### config.mk
export PLATFORM = sky130hd
export DESIGN_NAME = register_sequencer
export DESIGN_NICKNAME = d
export VERILOG_FILES = /design/src/rtl/register_sequencer.sv
export SDC_FILE = /design/constraint.sdc
export NUM_CORES = 1
export LEC_CHECK = 0
export CORE_ASPECT_RATIO = 1.1
export CORE_MARGIN = 2
export CORE_UTILIZATION = 49
export CTS_BUF_LIST = sky130_fd_sc_hd__clkbuf_4 sky130_fd_sc_hd__clkbuf_8
export DETAILED_ROUTE_END_ITERATION = 6
export HOLD_SLACK_MARGIN = 0.1
export PLACE_DENSITY = 0.87
export SLEW_MARGIN = 25
export SYNTH_ARGS = -nofsm -noshare
export SYNTH_HDL_FRONTEND = slang
export SYNTH_SLANG_ARGS = --single-unit
### constraint.sdc
create_clock -name clk -period 4.3 [get_ports clk]
set_input_delay 0.86 -clock clk [delete_from_list [all_inputs] [get_ports clk]]
set_output_delay 0.86 -clock clk [all_outputs]
set_load 0.02 [all_outputs]
### src/rtl/register_sequencer.sv
`default_nettype none
// ============================================================================
// register_sequencer : fetch/decode/execute control sequencer for a small
//                      accumulator machine (register writes, C-bus, RAM strobes)
// Revision 1.0 - initial release
// ============================================================================
module register_sequencer #(
    parameter int OPW = 6,
    parameter int NWE = 5
) (
    input  logic           clk,
    input  logic           rst_n,
    input  logic [OPW-1:0] opcode,
    input  logic           z_flag,
    input  logic           mem_ready,
    output logic [NWE-1:0] we,
    output logic [2:0]     bus_sel,
    output logic           alu_add,
    output logic           dr_read,
    output logic           ram_read,
    output logic           ram_write,
    output logic           ld_ir,
    output logic           inc_pc,
    output logic           halted,
    output logic           illegal
);

    localparam logic [OPW-1:0] c_OP_NOP  = OPW'(6'h00);
    localparam logic [OPW-1:0] c_OP_MOV  = OPW'(6'h02);
    localparam logic [OPW-1:0] c_OP_ADD  = OPW'(6'h03);
    localparam logic [OPW-1:0] c_OP_LDM  = OPW'(6'h04);
    localparam logic [OPW-1:0] c_OP_STM  = OPW'(6'h05);
    localparam logic [OPW-1:0] c_OP_JMP  = OPW'(6'h06);
    localparam logic [OPW-1:0] c_OP_JMPZ = OPW'(6'h07);
    localparam logic [OPW-1:0] c_OP_HALT = OPW'(6'h3F);

    localparam int c_WE_AR = 0;
    localparam int c_WE_PC = 1;
    localparam int c_WE_DR = 2;
    localparam int c_WE_AC = 3;

    localparam logic [2:0] c_BUS_PC  = 3'd1;
    localparam logic [2:0] c_BUS_DR  = 3'd2;
    localparam logic [2:0] c_BUS_AC  = 3'd3;
    localparam logic [2:0] c_BUS_R   = 3'd4;
    localparam logic [2:0] c_BUS_ALU = 3'd5;

    typedef enum logic [2:0] {
        S_F1   = 3'd0,
        S_F2   = 3'd1,
        S_F3   = 3'd2,
        S_DEC  = 3'd3,
        S_X1   = 3'd4,
        S_X2   = 3'd5,
        S_X3   = 3'd6,
        S_HALT = 3'd7
    } state_t;

    // Which three-state execute flavour is running; latched in X1 because the
    // opcode is no longer trusted after that state.
    typedef enum logic [1:0] {
        K_NONE = 2'd0,
        K_LDM  = 2'd1,
        K_STM  = 2'd2,
        K_JMP  = 2'd3
    } kind_t;

    state_t      r_state;
    state_t      w_next;
    kind_t       r_kind;
    kind_t       w_kind_next;

    logic [4:0]  w_we;
    logic [2:0]  w_bus;
    logic        w_alu;
    logic        w_drr;
    logic        w_rr;
    logic        w_rw;
    logic        w_ldir;
    logic        w_inc;
    logic        w_halt;
    logic        w_ill;

    always_ff @(posedge clk or negedge rst_n) begin
        if (!rst_n) begin
            r_state <= S_F1;
            r_kind  <= K_NONE;
        end else begin
            r_state <= w_next;
            r_kind  <= w_kind_next;
        end
    end

    always_comb begin
        w_next      = r_state;
        w_kind_next = r_kind;
        w_we        = 5'b0;
        w_bus       = 3'd0;
        w_alu       = 1'b0;
        w_drr       = 1'b0;
        w_rr        = 1'b0;
        w_rw        = 1'b0;
        w_ldir      = 1'b0;
        w_inc       = 1'b0;
        w_halt      = 1'b0;
        w_ill       = 1'b0;

        case (r_state)
            S_F1: begin
                w_bus          = c_BUS_PC;
                w_we[c_WE_AR]  = 1'b1;
                w_next         = S_F2;
            end
            S_F2: begin
                w_rr = 1'b1;
                if (mem_ready) begin
                    w_drr         = 1'b1;
                    w_we[c_WE_DR] = 1'b1;
                    w_next        = S_F3;
                end
            end
            S_F3: begin
                w_ldir = 1'b1;
                w_inc  = 1'b1;
                w_next = S_DEC;
            end
            S_DEC: begin
                case (opcode)
                    c_OP_NOP:  w_next = S_F1;
                    c_OP_MOV, c_OP_ADD, c_OP_LDM,
                    c_OP_STM, c_OP_JMP, c_OP_JMPZ:
                               w_next = S_X1;
                    c_OP_HALT: w_next = S_HALT;
                    default: begin
                        w_ill  = 1'b1;
                        w_next = S_F1;
                    end
                endcase
            end
            S_X1: begin
                w_next      = S_F1;
                w_kind_next = K_NONE;
                case (opcode)
                    c_OP_MOV: begin
                        w_bus         = c_BUS_R;
                        w_we[c_WE_AC] = 1'b1;
                    end
                    c_OP_ADD: begin
                        w_bus         = c_BUS_ALU;
                        w_alu         = 1'b1;
                        w_we[c_WE_AC] = 1'b1;
                    end
                    c_OP_LDM: begin
                        w_bus         = c_BUS_PC;
                        w_we[c_WE_AR] = 1'b1;
                        w_kind_next   = K_LDM;
                        w_next        = S_X2;
                    end
                    c_OP_STM: begin
                        w_bus         = c_BUS_R;
                        w_we[c_WE_AR] = 1'b1;
                        w_kind_next   = K_STM;
                        w_next        = S_X2;
                    end
                    c_OP_JMP: begin
                        w_bus         = c_BUS_PC;
                        w_we[c_WE_AR] = 1'b1;
                        w_kind_next   = K_JMP;
                        w_next        = S_X2;
                    end
                    c_OP_JMPZ: begin
                        if (z_flag) begin
                            w_bus         = c_BUS_PC;
                            w_we[c_WE_AR] = 1'b1;
                            w_kind_next   = K_JMP;
                            w_next        = S_X2;
                        end else begin
                            w_inc = 1'b1;
                        end
                    end
                    default: w_next = S_F1;
                endcase
            end
            S_X2: begin
                case (r_kind)
                    K_LDM: begin
                        w_rr = 1'b1;
                        if (mem_ready) begin
                            w_drr         = 1'b1;
                            w_we[c_WE_DR] = 1'b1;
                            w_inc         = 1'b1;
                            w_next        = S_X3;
                        end
                    end
                    K_JMP: begin
                        w_rr = 1'b1;
                        if (mem_ready) begin
                            w_drr         = 1'b1;
                            w_we[c_WE_DR] = 1'b1;
                            w_next        = S_X3;
                        end
                    end
                    K_STM: begin
                        w_bus         = c_BUS_AC;
                        w_we[c_WE_DR] = 1'b1;
                        w_next        = S_X3;
                    end
                    default: w_next = S_F1;
                endcase
            end
            S_X3: begin
                case (r_kind)
                    K_LDM: begin
                        w_bus         = c_BUS_DR;
                        w_we[c_WE_AC] = 1'b1;
                        w_next        = S_F1;
                    end
                    K_JMP: begin
                        w_bus         = c_BUS_DR;
                        w_we[c_WE_PC] = 1'b1;
                        w_next        = S_F1;
                    end
                    K_STM: begin
                        w_rw = 1'b1;
                        if (mem_ready) begin
                            w_next = S_F1;
                        end
                    end
                    default: w_next = S_F1;
                endcase
            end
            S_HALT: begin
                w_halt = 1'b1;
            end
            default: w_next = S_F1;
        endcase
    end

    // Outputs are gated by rst_n directly so an asserted reset kills any strobe
    // within the same cycle, independent of the clock.
    assign bus_sel   = rst_n ? w_bus : 3'd0;
    assign alu_add   = w_alu  & rst_n;
    assign dr_read   = w_drr  & rst_n;
    assign ram_read  = w_rr   & rst_n;
    assign ram_write = w_rw   & rst_n;
    assign ld_ir     = w_ldir & rst_n;
    assign inc_pc    = w_inc  & rst_n;
    assign halted    = w_halt & rst_n;
    assign illegal   = w_ill  & rst_n;

    for (genvar gi = 0; gi < NWE; gi++) begin : g_we
        if (gi < 5) begin : g_used
            assign we[gi] = w_we[gi] & rst_n;
        end else begin : g_unused
            assign we[gi] = 1'b0;
        end
    end

endmodule
`default_nettype wire

Word level (Yosys, flattened, before mapping)
Cells that the tools add are included.
Widths: inputs -> output; s select.
{"block": "classes", "addsub": 0, "multipliers": 0, "n_div": 0, "order_cmp": 0, "n_eq_ne": 20, "n_shift": 0, "n_mux": 44, "bitwise_logic": 12, "reduce_logical": 11}
{"operator": "$eq 6x3->1 const B", "count": 4}
{"operator": "$pmux 3 s4", "count": 2}
{"operator": "$pmux 3 s7", "count": 1}
{"operator": "$mux 1", "count": 20}
{"operator": "$mux 3", "count": 6}
{"operator": "$pmux 3 s2", "count": 3}
{"operator": "$pmux 1 s2", "count": 7}
{"operator": "$and 1x1->1", "count": 12}
{"operator": "$eq 3x3->1 const B", "count": 4}
{"operator": "$eq 6x2->1 const B", "count": 2}
{"operator": "$pmux 2 s4", "count": 1}
{"operator": "$reduce_or 2->1", "count": 4}
{"operator": "$reduce_or 8->1", "count": 1}
{"operator": "$reduce_bool 7->1", "count": 1}
{"operator": "$eq 3x2->1 const B", "count": 2}
{"operator": "$eq 6x6->1 const B", "count": 1}
{"operator": "$logic_not 6->1", "count": 1}
{"operator": "$mux 2", "count": 3}
{"operator": "$ne 3x3->1 const B", "count": 2}
{"operator": "$reduce_or 6->1", "count": 1}
{"operator": "$eq 2x2->1 const B", "count": 2}
{"operator": "$reduce_and 4->1", "count": 1}
{"operator": "$eq 3x1->1 const B", "count": 1}
{"operator": "$logic_not 3->1", "count": 1}
{"operator": "4 further kinds", "count": 4}
{"block": "word_totals", "regBits": 5, "latch_bits": 0, "mem_bits_rw": 0, "rom_bits": 0, "in_bits": 10, "out_inout_bits": 16, "mem_count": 0}

Logic depth before layout (Yosys ltp)
Gate-level depths: netlist of the first run.
{"block": "logic_depth", "depth_word": 5, "ltp_mapped": 5, "ltp_nobuf": 4}

Least setup slack after synthesis of the first run
Ideal clock, no wire load.
{"block": "synth_path", "path_kind": "input-to-output", "startpoint": "input port opcode[3]", "endpoint": "output port bus_sel[2]", "arrival_ns": 1.980, "required_time_ns": 3.440, "slack_ns": 1.460, "stages": 2, "n_path_buf": 0, "path_cell_list": "or3_4 -> nor4_1"}
{"block": "synth_via", "elab_chain_len": 5}
{"item": "start, declared", "line": "13", "rtl": "input logic [OPW-1:0] opcode,"}
{"item": "$eq 6x3->1 or $eq 6x2->1 (tied branches)", "line": "143", "rtl": "case (opcode)"}
{"item": "$reduce_or 2->1 (no source line)"}
{"item": "$pmux 3 s4 *", "line": "143"}
{"item": "$pmux 3 s4 *", "line": "108", "rtl": "case (r_state)"}
{"item": "$mux 3 *", "line": "241", "rtl": "assign bus_sel = rst_n ? w_bus : 3'd0;"}
{"item": "end, declared", "line": "17", "rtl": "output logic [2:0] bus_sel,"}
Every way passes the cells marked *; elsewhere a longest branch is shown, timed or not.

Worst setup path after layout of the first run
{"block": "layout_path", "startpoint": "input port opcode[3]", "endpoint": "output port inc_pc"}
{"block": "layout_via", "elab_chain_len": 4}
{"item": "$eq 6x3->1", "line": "143"}
{"item": "$mux 1", "line": "143"}
{"item": "$pmux 1 s3", "line": "108"}
{"item": "$and 1x1->1", "line": "247", "rtl": "assign inc_pc = w_inc & rst_n;"}
{"item": "end, declared", "line": "23", "rtl": "output logic inc_pc,"}
No other way between the ends.

==> results by group, run 1 <==
Synth
  – Number of flops mapped to enable cells by yosys: 0
  – Syn Nets: 110
  – Mapped Cells: 100
  – Commonest register cell after synthesis: dfrtp_1
  – Synth cell types: 37
  – Mapped cell area: 699 sq um
  – Post-synthesis async set-or-reset flop share: 100%
  – Sequential area share after synthesis: between 10% and 20%
  – Syn_area_per_cell: 6.99 sq um
  – Syn. warnings: 0
  – Synth Register Bits: 5

Layout
  – Area delta synth->final: 33.5%
  – ANT cells: 0
  – Final std cells w/o fill: about 140
  – # nets final: 132
  – Post-Layout Inst Area: 933 sq um
  – Leading cell type in the layout, fill and taps excluded: clkdlybuf4s50_1
  – Fraction of layout cells with a size suffix above 1: about a tenth
  – Most frequent cells in the layout: clkdlybuf4s50_1 (24), nand2_1 (15), o21ai_0 (8), nor2_1 (8), a21oi_1 (6)

Drt
  – DRT iter0 DRCs: 37
  – Initial DRT Pass Iterations: 4
  – Via Count: 856
  – Drc violations: 0
  – ANT nets after route: 0
  – Routed WL per cell: around 15 um
  – Vias/cell: 6.25
  – Final WL: 1.99 mm

Clock network
  – Bufs on Longest Clock Path: 2
  – Inserted Clock Buffers: 3
  – Clock root cell: clkbuf_4
  – Post-cts repair resize count: 0
  – Worst-Skew Late Latency: 240 ps
  – Cts hold-fix bufs: 0
  – H-tree levels: 1
  – CTS tree: built
  – Clk sink count: 5
  – Clock Pin Slew Worst Setup and Hold Paths: around 40 ps
  – Post-CTS Setup Bufs: 0

Placement
  – Placed Cells: ~130
  – DP Area: around 900 sq um
  – I/O Buffers: 24
  – RePlAce Congestion: 0.881
  – Dpl hpwl: 1.54 mm

STA
  – RSZ-0062 raised after global routing: false
  – Final Hold Fails: 0
  – Fin. max-slew vios: 0
  – Final Skew: 1.76 ps
  – Tcrit/Tclk final: 87.7%
  – Max-Slew Margin vs Limit: 60.6%
  – Setup_tns: 0 ps
  – Peak Freq: 0.265 GHz
  – Worst-Margin Slew: 590 ps
  – Period minus WS final: 3770 ps
  – Final setup fails: 0

GRT
  – Gr ovfl total: 0
  – Initial antenna violation count: 0
  – First-pass GRT wire length: 3.35 mm
  – Vias in the first global route: 752
  – Largest net degree at the start of global routing: 21
  – GRT Total Usage: 26.7%

Critical path
  – Cell mode on critical path: clkdlybuf4s50_1
  – WP data arrival: 2910 ps
  – CP Cell Sequence: clkdlybuf4s50_1 -> or3_4 -> o41ai_2 -> a31oi_1 -> nor2b_1 -> clkdlybuf4s50_1
  – Critical Path Source Type: input port
  – Required time worst endpoint: 3440 ps
  – Critical path's slowest cell: clkdlybuf4s50_1
  – Top fanout value on the critical path: 3
  – Largest delay share family, worst path: buffers and inverters
  – Max incr delay on CP: 620 ps
  – CP Capture Type: output pin
  – Setup CP Type: input port to output pin
  – Worst path bufs/invs: 2

Power and ir drop
  – Power share of the sequential group: 32.2%
  – Comb pwr share: 54.4%
  – Worst vdd ir: about 0.00024 V
  – P_int: 219 uW
  – Total power: 444 uW
  – Clock power share: 13.4%
  – Lkg Pwr: 0.340 nW
  – Pwr per Cell Area: between 400 and 500 nW/um^2
  – Switching Power: 225 uW
  – Net Sw Frac: 50.6%

Floorplanning
  – DIE AREA: 1750 sq um
  – Die Span X: 40.0 um
  – Row cnt: 14
  – Die height: 43.6 um
  – Core area: 1350 sq um
  – Starting density of the core: between 50 and 60%
  – I/O pin count: 26

Hold path
  – Hold Path Class: flip-flop to flip-flop

Flow run
  – Max cap viols: 0

Run status
  – Status: finished, final reports clean
-- area by class of cell --
type	instances	area, sq um
inverters	6	22.5
multi-input cells	81	488
repair buffers	25	248
flip-flops and latches	5	125
fillers	120	415
clock buffers	4	30.0
well taps	16	20.0
-- worst reg2reg max path, cell delays in order (launching register included) --
cell	delay, ps
dfrtp_1	710
nor3b_4	330
nand4_1	250
and4_1	280
a211oi_2	130
-- power by group through the flow --
stage                     clock network (mW)  registers (mW)  logic [mW]
after global routing                  0.0658           0.150       0.267
final                                 0.0595           0.143       0.241
after detailed placement                   0           0.143       0.239
after floorplan                            0          0.0837       0.242
after global placement                     0           0.142       0.235
after CTS                             0.0615           0.141       0.241
-- synth_stat cells (2+ instances only) --
cell type	instances	area share, %
buf_2	3	2.1
o21ai_0	8	5.7
and3_1	4	3.6
nand2_1	15	8.0
dfrtp_1	5	18
o22ai_1	3	2.7
nor2_1	8	4.3
nand4_1	3	2.7
a31oi_1	2	1.8
nor2b_1	2	1.8
nor4_1	3	2.7
nor3_1	5	3.6
inv_1	5	2.7
buf_4	2	2.1
nand4b_1	3	3.8
buf_6	3	4.8
a21oi_1	6	4.3
-- stage by stage --
step	setup slack (ps)	hold slack, ps	util [%]
2_1_floorplan	1460	564	-
3_3_place_gp	593	654	67.0
3_5_place_dp	512	652	67.0
4_1_cts	529	661	69.2
5_1_grt	428	749	69.2
6_report	527	668	69.2
-- layer usage --
metal  track usage [%]  vias up  routed length, um
li1                  -      415                  -
met1              32.5      391                770
met2              46.1       46               1050
met3              5.64        4                153
met4              6.21        0                 21
met5                 0        -                  0
-- worst paths after layout --
path | startpoint | to | slack, ps | cells after the start
setup / recovery | opcode[3] | inc_pc | 530 | 6
hold / removal | r_kind[1]$_DFFE_PN0P_ | r_kind[1]$_DFFE_PN0P_ | 670 | 2
setup reg to reg | r_state[2]$_DFFE_PN0P_ | r_state[0]$_DFFE_PN0P_ | 2520 | 4
hold reg to reg | r_kind[1]$_DFFE_PN0P_ | r_kind[1]$_DFFE_PN0P_ | 670 | 2
max in group asynchronous | rst_n | r_kind[0]$_DFFE_PN0P_ | 3110 | 2
min in group asynchronous | rst_n | r_state[0]$_DFFE_PN0P_ | 1080 | 2
-- sequential cells by signal (all words and copies together), names as in the netlist --
signal	flops
r_kind	2
r_state	3
-- logic make-up (layout without fill, tap and decap cells) --
kind of cell           count (synthesis)  in the layout  share of synthesized area, %
other                                  1              1                         0.536
and+or+nand+nor                       50             50                          40.1
buffers and inverters                 14             35                          12.3
AOI/OAI and AO/OA                     30             30                          29.2
DFF                                    5              5                          17.9
Power figures use the tool's default switching activity.
==> run 2: changes to the inputs <==
--- a/config.mk
+++ b/config.mk
@@ -12,6 +12,7 @@
 export DETAILED_ROUTE_END_ITERATION = 6
 export HOLD_SLACK_MARGIN = 0.1
 export PLACE_DENSITY = 0.87
+export SETUP_SLACK_MARGIN = 0.02
 export SLEW_MARGIN = 25
 export SYNTH_ARGS = -nofsm -noshare
 export SYNTH_HDL_FRONTEND = slang
==> results of run 2 <==
The final DEF is identical to that of run 1; final timing and power are the same.
==> run 3: changes to the inputs <==
--- a/config.mk
+++ b/config.mk
@@ -5,13 +5,15 @@
 export SDC_FILE = /design/constraint.sdc
 export NUM_CORES = 1
 export LEC_CHECK = 0
+export CELL_PAD_IN_SITES_DETAIL_PLACEMENT = 1
+export CELL_PAD_IN_SITES_GLOBAL_PLACEMENT = 1
 export CORE_ASPECT_RATIO = 1.1
 export CORE_MARGIN = 2
-export CORE_UTILIZATION = 49
+export CORE_UTILIZATION = 33
 export CTS_BUF_LIST = sky130_fd_sc_hd__clkbuf_4 sky130_fd_sc_hd__clkbuf_8
 export DETAILED_ROUTE_END_ITERATION = 6
 export HOLD_SLACK_MARGIN = 0.1
-export PLACE_DENSITY = 0.87
+export PLACE_DENSITY = 0.89
 export SETUP_SLACK_MARGIN = 0.02
 export SLEW_MARGIN = 25
 export SYNTH_ARGS = -nofsm -noshare
==> run 3 against run 2 <==
- via count grew 2.9%
- non-clock buffer count is the same
- maximum frequency is essentially flat
- sequential share of layout area shrank 0.18 points
- power grew 2.2%
- worst hold slack gained 27 ps
- die area grew 43%
- register-to-register slack lost 160 ps
- clock power shrank 5.4%
- highest routed layer unchanged
==> results by group, run 3 (synthesized netlist as in run 1, its figures left out) <==
Run status
  – Status: finished, final reports clean

STA
  – Max-Slew Margin vs Limit: 55.6% (-5.1 points)
  – Period minus WS final: 3770 ps (-2.46 ps)
  – Final Hold Fails: 0 (unchanged)
  – RSZ-0062 raised after global routing: false
  – Final setup fails: 0 (unchanged)
  – Worst-Margin Slew: 666 ps (+76.1 ps)
  – Tcrit/Tclk final: 87.7% (about the same)
  – Setup_tns: 0 ps (unchanged)
  – Peak Freq: 0.265 GHz (about the same)
  – Fin. max-slew vios: 0 (unchanged)
  – Final Skew: 6.27 ps (+4.51 ps)

Critical path
  – Top fanout value on the critical path: 5 (+2)
  – Required time worst endpoint: 3440 ps (about the same)
  – Worst path bufs/invs: 2 (unchanged)
  – CP Cell Sequence: clkdlybuf4s50_1 -> nor3_2 -> nand4_1 -> a211oi_1 -> clkdlybuf4s50_1
  – WP data arrival: 2910 ps (about the same)
  – Max incr delay on CP: 650 ps (+30 ps)
  – Setup CP Type: input port to output pin
  – Largest delay share family, worst path: buffers and inverters
  – Critical Path Source Type: input port
  – Critical path's slowest cell: clkdlybuf4s50_1
  – Setup crit start: opcode[3]
  – Cell mode on critical path: clkdlybuf4s50_1
  – RR Startpoint: r_state[2]$_DFFE_PN0P_
  – CP Capture Type: output pin

Power and ir drop
  – Power share of the sequential group: 32.6% (+0.4 points)
  – Pwr per Cell Area: 479 nW/um^2 (+0.86%)
  – Worst vdd ir: 0.000231 V (-4.5%)
  – Switching Power: 242 uW (+7.7%)
  – Clock power share: 12.4% (-1.0 points)
  – Comb pwr share: 55.0% (+0.6 points)
  – Net Sw Frac: 53.4% (+2.7 points)
  – P_int: 211 uW (-3.5%)
  – Total power: 453 uW (+2.2%)
  – Lkg Pwr: 0.340 nW (-0.20%)

Placement
  – I/O Buffers: 24 (unchanged)
  – RePlAce Congestion: 0.775 (-12%)
  – Dpl hpwl: 1.87 mm (+21%)
  – DP Area: 918 sq um (+1.7%)

Drt
  – Routed WL per cell: 16.3 um (+12%)
  – Initial DRT Pass Iterations: 4 (unchanged)
  – DRT iter0 DRCs: 8 (-78%)
  – Drc violations: 0 (unchanged)
  – Final WL: 2.43 mm (+22%)
  – Vias/cell: 5.91 (-5.4%)
  – ANT nets after route: 0 (unchanged)
  – Via Count: 881 (+2.9%)

GRT
  – GRT Total Usage: 22.6% (-4.1 points)
  – Vias in the first global route: 920 (+22%)
  – First-pass GRT wire length: 4.11 mm (+23%)
  – Gr ovfl total: 0 (unchanged)
  – Initial antenna violation count: 0 (unchanged)
  – Largest net degree at the start of global routing: 21 (unchanged)

Clock network
  – Clock root cell: clkbuf_4
  – Bufs on Longest Clock Path: 2 (unchanged)
  – Clock Pin Slew Worst Setup and Hold Paths: 50 ps (about the same)
  – Worst-Skew Late Latency: 250 ps (about the same)
  – H-tree levels: 1 (unchanged)
  – Inserted Clock Buffers: 3 (unchanged)
  – Clk sink count: 5 (unchanged)
  – Cts hold-fix bufs: 0 (unchanged)
  – CTS tree: built
  – Post-CTS Setup Bufs: 0 (unchanged)
  – Post-cts repair resize count: 0 (unchanged)

Layout
  – Max reg flops: 3 (unchanged)
  – # nets final: 132 (unchanged)
  – Most frequent cells in the layout: clkdlybuf4s50_1 (24), nand2_1 (15), o21ai_0 (8), nor2_1 (8), a21oi_1 (6)
  – Post-Layout Inst Area: 946 sq um (+1.3%)
  – Largest regs: r_state (3), r_kind (2)
  – Area delta synth->final: 35.2%
  – Fraction of layout cells with a size suffix above 1: 9.92% (unchanged)
  – ANT cells: 0 (unchanged)
  – Leading cell type in the layout, fill and taps excluded: clkdlybuf4s50_1
  – Reg with most FFs: r_state

Floorplanning
  – Starting density of the core: 35.0% (-17 points)
  – I/O pin count: 26 (unchanged)
  – Core area: 2000 sq um (+48%)
  – Die Span X: 47.9 um (+20%)
  – Die height: 52.3 um (+20%)
  – Row cnt: 17 (+3)
  – DIE AREA: 2500 sq um (+43%)

Hold path
  – Hold path start: r_kind[1]$_DFFE_PN0P_
  – Hold Path Class: flip-flop to flip-flop

Flow run
  – Max cap viols: 0 (unchanged)
-- run 3: worst min-delay path: cells and delay by family (launching register included) --
kind	cells	cell delay (ps)
AOI/OAI and AO/OA	2	180
DFF	1	470
-- run 3: final timing paths --
kind	slack, ps	endpoint	depth (start not counted)
worst max register to register	2360	r_state[0]$_DFFE_PN0P_	4
worst max-delay path	530	we[0]	5
worst min-delay path	700	r_kind[1]$_DFFE_PN0P_	2
worst min register to register	700	r_kind[1]$_DFFE_PN0P_	2
min in group asynchronous	1040	r_state[1]$_DFFE_PN0P_	2
max in group asynchronous	3140	r_state[0]$_DFFE_PN0P_	2
-- run 3: final cells by class --
type,count,area [sq um]
Clock buffer,3,22.5
Fill cell,259,1050
Multi-Input combinational cell,81,488
Sequential cell,5,125
Tap cell,28,35.0
Timing Repair Buffer,25,248
Clock inverter,1,5.00
Inverter,6,22.5
-- run 3: metal layers --
layer,track usage (%),share of wire (%)
met5,0,0
met4,9.46,2.4
met3,1.03,2.8
met2,38.7,51
met1,28.3,43
-- run 3: power groups by stage --
stage                     clock (mW)  sequential (mW)  combinational [mW]
final                         0.0563            0.148               0.249
after global routing          0.0602            0.154               0.275
after CTS                     0.0570            0.144               0.249
after detailed placement           0            0.145               0.247
after global placement             0            0.146               0.240
after floorplan                    0           0.0837               0.242
-- run 3: stage by stage --
step                std cells  setup slack [ps]  hold WS, ps  utilization (%)
finish                    149               529          695             47.3
global route              149               412          757             47.3
CTS                       149               537          679             47.3
detailed placement        145               550          672             45.9
global placement          145               579          676             45.9
floorplan                 100              1460          564                -
